<file path="src/rtl/hazard_scoreboard_pkg.sv">
// hazard_scoreboard_pkg: shared constants and helpers for the issue-side
// scoreboard. Register-file geometry, the zero-register index, and the
// forwarding-mux select codes shared with the EX/MEM/WB forwarding path.
// The forwarding codes are not used by the scoreboard itself.
package hazard_scoreboard_pkg;

  localparam int SB_REGS  = 32;
  localparam int SB_IDX_W = 5;
  localparam logic [SB_IDX_W-1:0] REG_ZERO = 5'd0;

  typedef enum logic [1:0] {
    FORWARD_NONE   = 2'd0,
    FORWARD_EX_MEM = 2'd1,
    FORWARD_MEM_WB = 2'd2
  } forward_e;

  // One-hot decode of a register index into a scoreboard-wide vector.
  function automatic logic [SB_REGS-1:0] reg_onehot(input logic [SB_IDX_W-1:0] idx);
    reg_onehot = SB_REGS'(1) << idx;
  endfunction

endpackage

</file>
<file path="src/rtl/hazard_scoreboard_if.sv">
// hazard_scoreboard_if: ID-stage request, WB retire port and scoreboard
// status bundled together.
//   master : decoder/writeback side (drives id_* and wb_*, sees stall/issue/status)
//   slave  : the scoreboard
// MAX_PENDING must match the scoreboard instance; it sizes pending_count.
interface hazard_scoreboard_if
  import hazard_scoreboard_pkg::*;
#(
  parameter int MAX_PENDING = 4
);
  localparam int CNT_W = $clog2(MAX_PENDING + 1);

  logic                id_valid;
  logic [SB_IDX_W-1:0] id_rs1;
  logic [SB_IDX_W-1:0] id_rs2;
  logic                id_use_rs1;
  logic                id_use_rs2;
  logic [SB_IDX_W-1:0] id_rd;
  logic                id_reg_write;
  logic                id_long;
  logic                id_flush;
  logic                wb_valid;
  logic [SB_IDX_W-1:0] wb_rd;
  logic                stall;
  logic                issue;
  logic [SB_REGS-1:0]  pending_mask;
  logic [CNT_W-1:0]    pending_count;
  logic                sb_error;

  modport master (
    output id_valid, id_rs1, id_rs2, id_use_rs1, id_use_rs2, id_rd,
           id_reg_write, id_long, id_flush, wb_valid, wb_rd,
    input  stall, issue, pending_mask, pending_count, sb_error
  );

  modport slave (
    input  id_valid, id_rs1, id_rs2, id_use_rs1, id_use_rs2, id_rd,
           id_reg_write, id_long, id_flush, wb_valid, wb_rd,
    output stall, issue, pending_mask, pending_count, sb_error
  );

endinterface

</file>
<file path="src/rtl/hazard_scoreboard_sb_hazard_check.sv">
// hazard_scoreboard_sb_hazard_check: combinational RAW/WAW detection of one
// ID slot against an effective pending vector. Kept separate so a second
// issue slot can instantiate another copy against the same vector.
//   eff            : pending bits after retire bypass
//   rs1/rs2/rd     : ID register indices with their use/write qualifiers
//   raw1/raw2/waw  : hazard flags (x0 never hazards)
module hazard_scoreboard_sb_hazard_check
  import hazard_scoreboard_pkg::*;
(
  input  logic [SB_REGS-1:0]  eff,
  input  logic                use_rs1,
  input  logic [SB_IDX_W-1:0] rs1,
  input  logic                use_rs2,
  input  logic [SB_IDX_W-1:0] rs2,
  input  logic                reg_write,
  input  logic [SB_IDX_W-1:0] rd,
  output logic                raw1,
  output logic                raw2,
  output logic                waw
);

  assign raw1 = use_rs1   & (rs1 != REG_ZERO) & eff[rs1];
  assign raw2 = use_rs2   & (rs2 != REG_ZERO) & eff[rs2];
  assign waw  = reg_write & (rd  != REG_ZERO) & eff[rd];

endmodule

</file>
<file path="src/rtl/hazard_scoreboard.sv">
// hazard_scoreboard: issue-side interlock for long-latency writers (loads,
// mul/div). Holds one pending bit per architectural register from issue to
// writeback and stalls ID on RAW/WAW against pending registers, or when the
// in-flight budget is exhausted.
//   clk, rst_n : clock, async active-low reset
//   sb (slave) : ID request, WB retire, stall/issue, pending_mask,
//                pending_count, sticky sb_error
// stall/issue are combinational; scoreboard state updates on the next edge.
module hazard_scoreboard
  import hazard_scoreboard_pkg::*;
#(
  parameter int MAX_PENDING = 4,
  parameter bit WB_BYPASS   = 1'b1
) (
  input  logic               clk,
  input  logic               rst_n,
  hazard_scoreboard_if.slave sb
);

  localparam int CNT_W = $clog2(MAX_PENDING + 1);
  localparam logic [CNT_W-1:0] CNT_MAX = CNT_W'(MAX_PENDING);

  logic [SB_REGS-1:0] mask_q, mask_d;
  logic [CNT_W-1:0]   cnt_q, cnt_d;
  logic               err_q, err_d;

  logic [SB_REGS-1:0] wb_oh, eff, set_oh, clr_oh;
  logic bypass, raw1, raw2, waw, full, stall, issue;
  logic wb_nz, wb_hit, set_ev, clr_ev, bad_ev;

  // A register retiring this cycle is visible to ID through the MEM/WB
  // forward, so it does not block when bypass is enabled.
  assign wb_oh  = reg_onehot(sb.wb_rd);
  assign bypass = WB_BYPASS & sb.wb_valid;
  assign eff    = bypass ? (mask_q & ~wb_oh) : mask_q;

  hazard_scoreboard_sb_hazard_check u_chk (
    .eff       (eff),
    .use_rs1   (sb.id_use_rs1),
    .rs1       (sb.id_rs1),
    .use_rs2   (sb.id_use_rs2),
    .rs2       (sb.id_rs2),
    .reg_write (sb.id_reg_write),
    .rd        (sb.id_rd),
    .raw1      (raw1),
    .raw2      (raw2),
    .waw       (waw)
  );

  // Budget gate: a concurrent retire frees a slot, so full is lifted then.
  assign full  = sb.id_long & sb.id_reg_write & (sb.id_rd != REG_ZERO) &
                 (cnt_q == CNT_MAX) & ~bypass;
  assign stall = sb.id_valid & ~sb.id_flush & (raw1 | raw2 | waw | full);
  assign issue = sb.id_valid & ~sb.id_flush & ~stall;

  assign set_ev = issue & sb.id_long & sb.id_reg_write & (sb.id_rd != REG_ZERO);
  assign wb_nz  = sb.wb_valid & (sb.wb_rd != REG_ZERO);
  assign wb_hit = mask_q[sb.wb_rd];
  assign clr_ev = wb_nz & wb_hit;
  assign bad_ev = wb_nz & ~wb_hit;
  assign set_oh = set_ev ? reg_onehot(sb.id_rd) : '0;
  assign clr_oh = clr_ev ? wb_oh : '0;

  always_comb begin
    // Set applied after clear: re-issue to the retiring register keeps it.
    mask_d    = (mask_q & ~clr_oh) | set_oh;
    mask_d[0] = 1'b0;
    cnt_d     = cnt_q;
    case ({set_ev, clr_ev})
      2'b10:   cnt_d = cnt_q + CNT_W'(1);
      2'b01:   cnt_d = cnt_q - CNT_W'(1);
      default: cnt_d = cnt_q;
    endcase
    err_d = err_q | bad_ev;
  end

  always_ff @(posedge clk or negedge rst_n) begin
    if (!rst_n) begin
      mask_q <= '0;
      cnt_q  <= '0;
      err_q  <= 1'b0;
    end else begin
      mask_q <= mask_d;
      cnt_q  <= cnt_d;
      err_q  <= err_d;
    end
  end

  assign sb.stall         = stall;
  assign sb.issue         = issue;
  assign sb.pending_mask  = mask_q;
  assign sb.pending_count = cnt_q;
  assign sb.sb_error      = err_q;

endmodule
</file>
<file path="src/flat_wrapper.sv">
// flat-port wrapper written by rule: the top's interface ports become plain ports
module hazard_scoreboard_flat import hazard_scoreboard_pkg::*;
#(
  parameter int MAX_PENDING = 4,
  parameter bit WB_BYPASS   = 1'b1
)
  (clk, rst_n, sb_id_valid, sb_id_rs1, sb_id_rs2, sb_id_use_rs1, sb_id_use_rs2, sb_id_rd, sb_id_reg_write, sb_id_long, sb_id_flush, sb_wb_valid, sb_wb_rd, sb_stall, sb_issue, sb_pending_mask, sb_pending_count, sb_sb_error);
  hazard_scoreboard_if #(.MAX_PENDING(MAX_PENDING)) sb_i ();
  input  logic clk;
  input  logic rst_n;
  input wire logic [$bits(sb_i.id_valid)-1:0] sb_id_valid;
  input wire logic [$bits(sb_i.id_rs1)-1:0] sb_id_rs1;
  input wire logic [$bits(sb_i.id_rs2)-1:0] sb_id_rs2;
  input wire logic [$bits(sb_i.id_use_rs1)-1:0] sb_id_use_rs1;
  input wire logic [$bits(sb_i.id_use_rs2)-1:0] sb_id_use_rs2;
  input wire logic [$bits(sb_i.id_rd)-1:0] sb_id_rd;
  input wire logic [$bits(sb_i.id_reg_write)-1:0] sb_id_reg_write;
  input wire logic [$bits(sb_i.id_long)-1:0] sb_id_long;
  input wire logic [$bits(sb_i.id_flush)-1:0] sb_id_flush;
  input wire logic [$bits(sb_i.wb_valid)-1:0] sb_wb_valid;
  input wire logic [$bits(sb_i.wb_rd)-1:0] sb_wb_rd;
  output wire logic [$bits(sb_i.stall)-1:0] sb_stall;
  output wire logic [$bits(sb_i.issue)-1:0] sb_issue;
  output wire logic [$bits(sb_i.pending_mask)-1:0] sb_pending_mask;
  output wire logic [$bits(sb_i.pending_count)-1:0] sb_pending_count;
  output wire logic [$bits(sb_i.sb_error)-1:0] sb_sb_error;
  assign sb_i.id_valid = sb_id_valid;
  assign sb_i.id_rs1 = sb_id_rs1;
  assign sb_i.id_rs2 = sb_id_rs2;
  assign sb_i.id_use_rs1 = sb_id_use_rs1;
  assign sb_i.id_use_rs2 = sb_id_use_rs2;
  assign sb_i.id_rd = sb_id_rd;
  assign sb_i.id_reg_write = sb_id_reg_write;
  assign sb_i.id_long = sb_id_long;
  assign sb_i.id_flush = sb_id_flush;
  assign sb_i.wb_valid = sb_wb_valid;
  assign sb_i.wb_rd = sb_wb_rd;
  assign sb_stall = sb_i.stall;
  assign sb_issue = sb_i.issue;
  assign sb_pending_mask = sb_i.pending_mask;
  assign sb_pending_count = sb_i.pending_count;
  assign sb_sb_error = sb_i.sb_error;
  hazard_scoreboard #(.MAX_PENDING(MAX_PENDING), .WB_BYPASS(WB_BYPASS)) u_core (.clk(clk), .rst_n(rst_n), .sb(sb_i));
endmodule
</file>
<file path="config.mk">
export PLATFORM = sky130hd
export DESIGN_NAME = hazard_scoreboard_flat
export DESIGN_NICKNAME = d
export VERILOG_FILES = /design/src/rtl/hazard_scoreboard_pkg.sv /design/src/rtl/hazard_scoreboard_if.sv /design/src/rtl/hazard_scoreboard_sb_hazard_check.sv /design/src/rtl/hazard_scoreboard.sv /design/src/flat_wrapper.sv
export SDC_FILE = /design/constraint.sdc
export NUM_CORES = 1
export LEC_CHECK = 0
export CORE_ASPECT_RATIO = 1.2
export CORE_MARGIN = 1.5
export CORE_UTILIZATION = 48
export CTS_CLUSTER_DIAMETER = 150
export DETAILED_ROUTE_END_ITERATION = 12
export PLACE_DENSITY = 0.8
export SYNTH_ARGS = -nofsm -noshare
export SYNTH_HDL_FRONTEND = slang
export SYNTH_SLANG_ARGS = --single-unit
</file>
<file path="constraint.sdc">
create_clock -name clk -period 2.8 [get_ports clk]
set_input_delay 0.56 -clock clk [delete_from_list [all_inputs] [get_ports clk]]
set_output_delay 0.56 -clock clk [all_outputs]
set_load 0.1 [all_outputs]
</file>
==> out/summary.txt, run 1 <==
FFs w/ async S/R, synth -> 100%
largest net degree at the start of global routing -> 36
Num CTS Buffers -> 5
EDFF count, synth -> 0
Syn Nets -> 414
total gr overflow -> 116
Max Root-Sink Buffers -> 2
DP HPWL -> 11300 um
GR Util All Layers -> 81.5%
synthesized flop and latch total -> 35
GR repair worst EP -> sb_issue
Syn Std Cell Area -> 3350 um^2
register area share after synthesis -> 26.1%
area share of the largest cell type after synthesis -> 26.1%
die width -> 79.3 um
Synth area leaders -> dfrtp_1, mux2i_1, o31ai_1, mux4_2, o21ai_0
average cell area after synthesis -> 8.75 um^2
Initial Utilization -> 49.2%
cell count after synthesis -> 383
Fail Step -> 5_1_grt
status -> aborted with a tool error
Hold-fix buffers, CTS -> 0
pre-CTS worst setup slack -> -1150 ps
Buffers on Ports -> 65
Yosys top cell by area -> dfrtp_1
Clock Tree Root -> clkbuf_8
cell area after placement -> 5120 um^2
die span in y -> 94.5 um
YS warnings -> 0
htree depth -> 2
worst endpoint type -> top-level output
synth unique cells -> 67
Run Error -> [ERROR GRT-0232] Routing congestion too high. Check the congestion heatmap in the GUI.
I/O pins -> 67
Rows -> 33
TritonCTS Sinks -> 35
Final GP Congestion -> 0.998
Post-synth top flop -> dfrtp_1
## metrics by stage
step | setup TNS, ps | instances | utilization (%) | hold WS [ps]
after floorplan | -1960 | 383 | - | 264
after global placement | -33270 | 644 | 75.2 | 461
after detailed placement | -32710 | 644 | 75.2 | 503
after CTS | -9270 | 683 | 91.3 | 518
## cells in the mapped netlist (all sizes together) (4+ instances only)
| master | instances |
|---|---|
| a21oi | 6 |
| o21ai | 34 |
| o211ai | 12 |
| dfrtp | 35 |
| a2111oi | 4 |
| o31ai | 36 |
| nor4 | 4 |
| or3 | 4 |
| nand2 | 20 |
| xnor2 | 4 |
| nand3b | 5 |
| clkbuf | 23 |
| buf | 15 |
| mux4 | 11 |
| a211oi | 5 |
| nand2b | 9 |
| inv | 11 |
| nor3 | 14 |
| o2111ai | 7 |
| xor2 | 4 |
| mux2i | 29 |
| nor2 | 18 |
| nand3 | 9 |
## layer usage
layer  global-route usage (%)  overflow
met5                     5.71         0
met2                     98.6        67
met1                     81.4         0
met4                     90.5        46
met3                     62.6         3
## timing repair
action | 4_1_cts
setup endpoints to repair | 36
cloned | 6
gates resized for setup | 192
pin swaps | 40
buffers inserted | 28
## kinds of logic after synthesis
kind of cell	Yosys count	synth area share, %
AOI/OAI and AO/OA	132	27.7
and+or+nand+nor	113	19.9
buffers and inverters	49	6.05
muxes	43	17.1
DFF	35	26.1
xor gates and xnor gates	8	2.09
adders and majority gates	2	0.971
other	1	0.112
==> inputs of run 2 (changes only) <==
--- a/config.mk
+++ b/config.mk
@@ -5,12 +5,10 @@
 export SDC_FILE = /design/constraint.sdc
 export NUM_CORES = 1
 export LEC_CHECK = 0
-export CORE_ASPECT_RATIO = 1.2
 export CORE_MARGIN = 1.5
-export CORE_UTILIZATION = 48
-export CTS_CLUSTER_DIAMETER = 150
+export CORE_UTILIZATION = 37
 export DETAILED_ROUTE_END_ITERATION = 12
-export PLACE_DENSITY = 0.8
+export PLACE_DENSITY_LB_ADDON = 0.15
 export SYNTH_ARGS = -nofsm -noshare
 export SYNTH_HDL_FRONTEND = slang
 export SYNTH_SLANG_ARGS = --single-unit
==> constraint.sdc (replaced) <==
create_clock -name clk -period 3.64 [get_ports clk]
set_input_delay 0.728 -clock clk [delete_from_list [all_inputs] [get_ports clk]]
set_output_delay 0.728 -clock clk [all_outputs]
set_load 0.1 [all_outputs]
==> out/summary.txt, run 2 <==
placed cell count -> 638 (-0.93%)
Top delay family on crit path -> compound AO/OA/AOI/OAI gates
Post-synth top flop -> dfrtp_1
register area share after synthesis -> 26.1% (unchanged)
FFs w/ async S/R, synth -> 100% (unchanged)
Filler cells -> 703
area of the multi-input gates -> 2720 um^2
Clock Tree Root -> clkbuf_8
fin worst setup slack -> -87.3 ps
crit path capture type -> primary output
Buffers on Ports -> 65 (unchanged)
min-delay worst type -> register to register
I/O pins -> 67 (unchanged)
cell count after synthesis -> 383 (unchanged)
Yosys top cell by area -> dfrtp_1
htree depth -> 2 (unchanged)
final setup violation count -> 2
synth cell count leaders -> o31ai_1, dfrtp_1, o21ai_0
number of flip-flops in the largest register -> 31
number of global-route vias before repair -> 4155
WL/cell -> 23.5 um
count leader, synth -> o31ai_1
Lkg Pwr -> 0.00239 uW
Final Hold Viols -> 0
crit share post-route -> 102%
Achievable Freq -> 268 MHz
non-filler cells, final -> 676
drt total wl -> 15900 um
Clk pin slew, worst setup/hold paths -> 80 ps
Slowest-stage cell, CP -> a32o_2
via/cell ratio -> 6.41
Syn Nets -> 414 (unchanged)
CP max stage delay -> 320 ps
drt drc -> 0
Clock Skews -> 10.4 ps
failing checks -> negative setup slack
RSZ-0062 raised after global routing -> true
Worst-Margin Slew -> 990 ps
synth unique cells -> 67 (unchanged)
most frequent cells in the layout -> buf_4, clkdlybuf4s50_1, dfrtp_1
GR Util All Layers -> 31.3%
CP Max Fanout -> 7
DP HPWL -> 11000 um (-2.4%)
Synth area leaders -> dfrtp_1, mux2i_1, o31ai_1, mux4_2, o21ai_0
pre-CTS worst setup slack -> -620 ps (+531 ps)
EDFF count, synth -> 0 (unchanged)
largest net degree at the start of global routing -> 36
Initial Utilization -> 38.2% (-11 points)
fraction of final layout cells sized beyond drive strength 1 -> 44.5%
Max-slew headroom -> 33.8%
Final Slew Violations -> 0
TritonCTS Sinks -> 35 (unchanged)
DR vias -> 4334
core area -> 8760 um^2
Final GP Congestion -> 0.948 (-5.0%)
area share of the largest cell type after synthesis -> 26.1% (unchanged)
Worst Path Arrival -> 3000 ps
min Tclk post-route -> 3730 ps
initial drt markers -> 457
average cell area after synthesis -> 8.75 um^2 (unchanged)
Max Root-Sink Buffers -> 2 (unchanged)
die span in y -> 98.1 um (+3.9%)
critical setup path kind -> input port to primary output
die width -> 98.1 um (+24%)
Antenna Violating Nets Remaining -> 0
pwr/cell area -> 301 nW/um^2
Buf/Inv on CP -> 5
Register Area -> 876 um^2
Rows -> 34 (+3.0%)
YS warnings -> 0 (unchanged)
Syn Std Cell Area -> 3350 um^2 (unchanged)
Max VDD drop -> 0.000203 V
total gr overflow -> 0
Hold-fix buffers, CTS -> 0 (unchanged)
Area Growth Syn to Fin -> 74.2%
clock tree from TritonCTS -> done
Final Util -> 66.6%
drt pass-1 iters -> 5
commonest non-fill, non-tap cell in the layout -> buf_4
Die ar. -> 9630 um^2
post-layout net count -> 598
Num CTS Buffers -> 5 (unchanged)
synthesized flop and latch total -> 35 (unchanged)
clk_lat worst skew -> 300 ps
initial antenna violation count -> 0
crit start category -> input port
status -> complete, but fails checks
first-pass GRT wire length -> 23400 um
Antenna Diode Count -> 0
Max-Cap Viols -> 0
worst path cell trace -> buf_6 > buf_6 > nand4bb_1 > buf_4 > o211ai_1 > o21a_1 > o311ai_1 > a32o_2 > a311oi_2 > buf_4 > nand2_4 > nor2_4 > buf_12
Worst Path Required -> 2910 ps
run 2: final cells by class:
type / instances / share of cell area (%)
multi-input cells: 299 / 46.7
repair buffers: 215 / 33.3
flip-flops and latches: 35 / 15.0
well taps: 108 / 2.32
clock buffers: 5 / 1.18
clock inverters: 3 / 0.751
inverters: 11 / 0.708
run 2: power breakdown:
group          internal (uW)  switching [uW]  total (uW)  leakage, uW
combinational            332             569         901      0.00186
sequential               425            58.8         484     0.000471
clock                    204             169         373    0.0000581
run 2: layer usage:
layer  up-vias  global-route usage (%)  part of all wire (%)
met1      2089                    43.2                    41
met5         -                       0                     0
met2       323                    51.1                    47
li1       1873                       -                     -
met4         0                    9.75                   3.5
met3        49                    4.15                   9.1
run 2: worst paths after layout:
path | startpoint | to | slack [ps] | depth (start not counted)
max in group asynchronous | rst_n | u_core.sb.pending_mask[24]$_DFF_PN0_ | 2460 | 2
min in group asynchronous | rst_n | u_core.sb.pending_mask[15]$_DFF_PN0_ | 840 | 2
hold / removal | u_core.sb.sb_error$_DFF_PN0_ | u_core.sb.sb_error$_DFF_PN0_ | 510 | 1
hold reg to reg | u_core.sb.sb_error$_DFF_PN0_ | u_core.sb.sb_error$_DFF_PN0_ | 510 | 1
setup / recovery | sb_wb_rd[4] | sb_issue | -90 | 13
setup reg to reg | u_core.sb.pending_mask[5]$_DFF_PN0_ | u_core.sb.pending_count[2]$_DFFE_PN0P_ | 510 | 15
run 2: cells by family (layout without fill, tap and decap cells):
| group | count (synthesis) | count (layout) | synth area share (%) |
|---|---|---|---|
| flops | 35 | 35 | 26.1 |
| fa+ha+maj | 2 | 2 | 0.971 |
| compound gates | 132 | 132 | 27.7 |
| buf+inv | 49 | 234 | 6.05 |
| simple gates | 113 | 113 | 19.9 |
| xor+xnor | 8 | 8 | 2.09 |
| mux | 43 | 43 | 17.1 |
| other cells | 1 | 1 | 0.112 |
run 2: what timing repair did:
item,in CTS,in global routing
cloned,4,2
buffers inserted,15,10
pin swaps,28,31
setup endpoints to repair,21,4
resized for setup,87,71
run 2: metrics by stage:
step	TNS, ps	hold slack [ps]	total power (uW)	area (um^2)
CTS	-166	513	1690	5450
global placement	-8270	482	1280	4950
global route	-274	538	1810	5830
detailed placement	-11640	493	1280	4950
floorplan	-20.9	432	977	3410
finish	-163	511	1760	5830
Note: power is estimated with default switching activity, not from simulation.
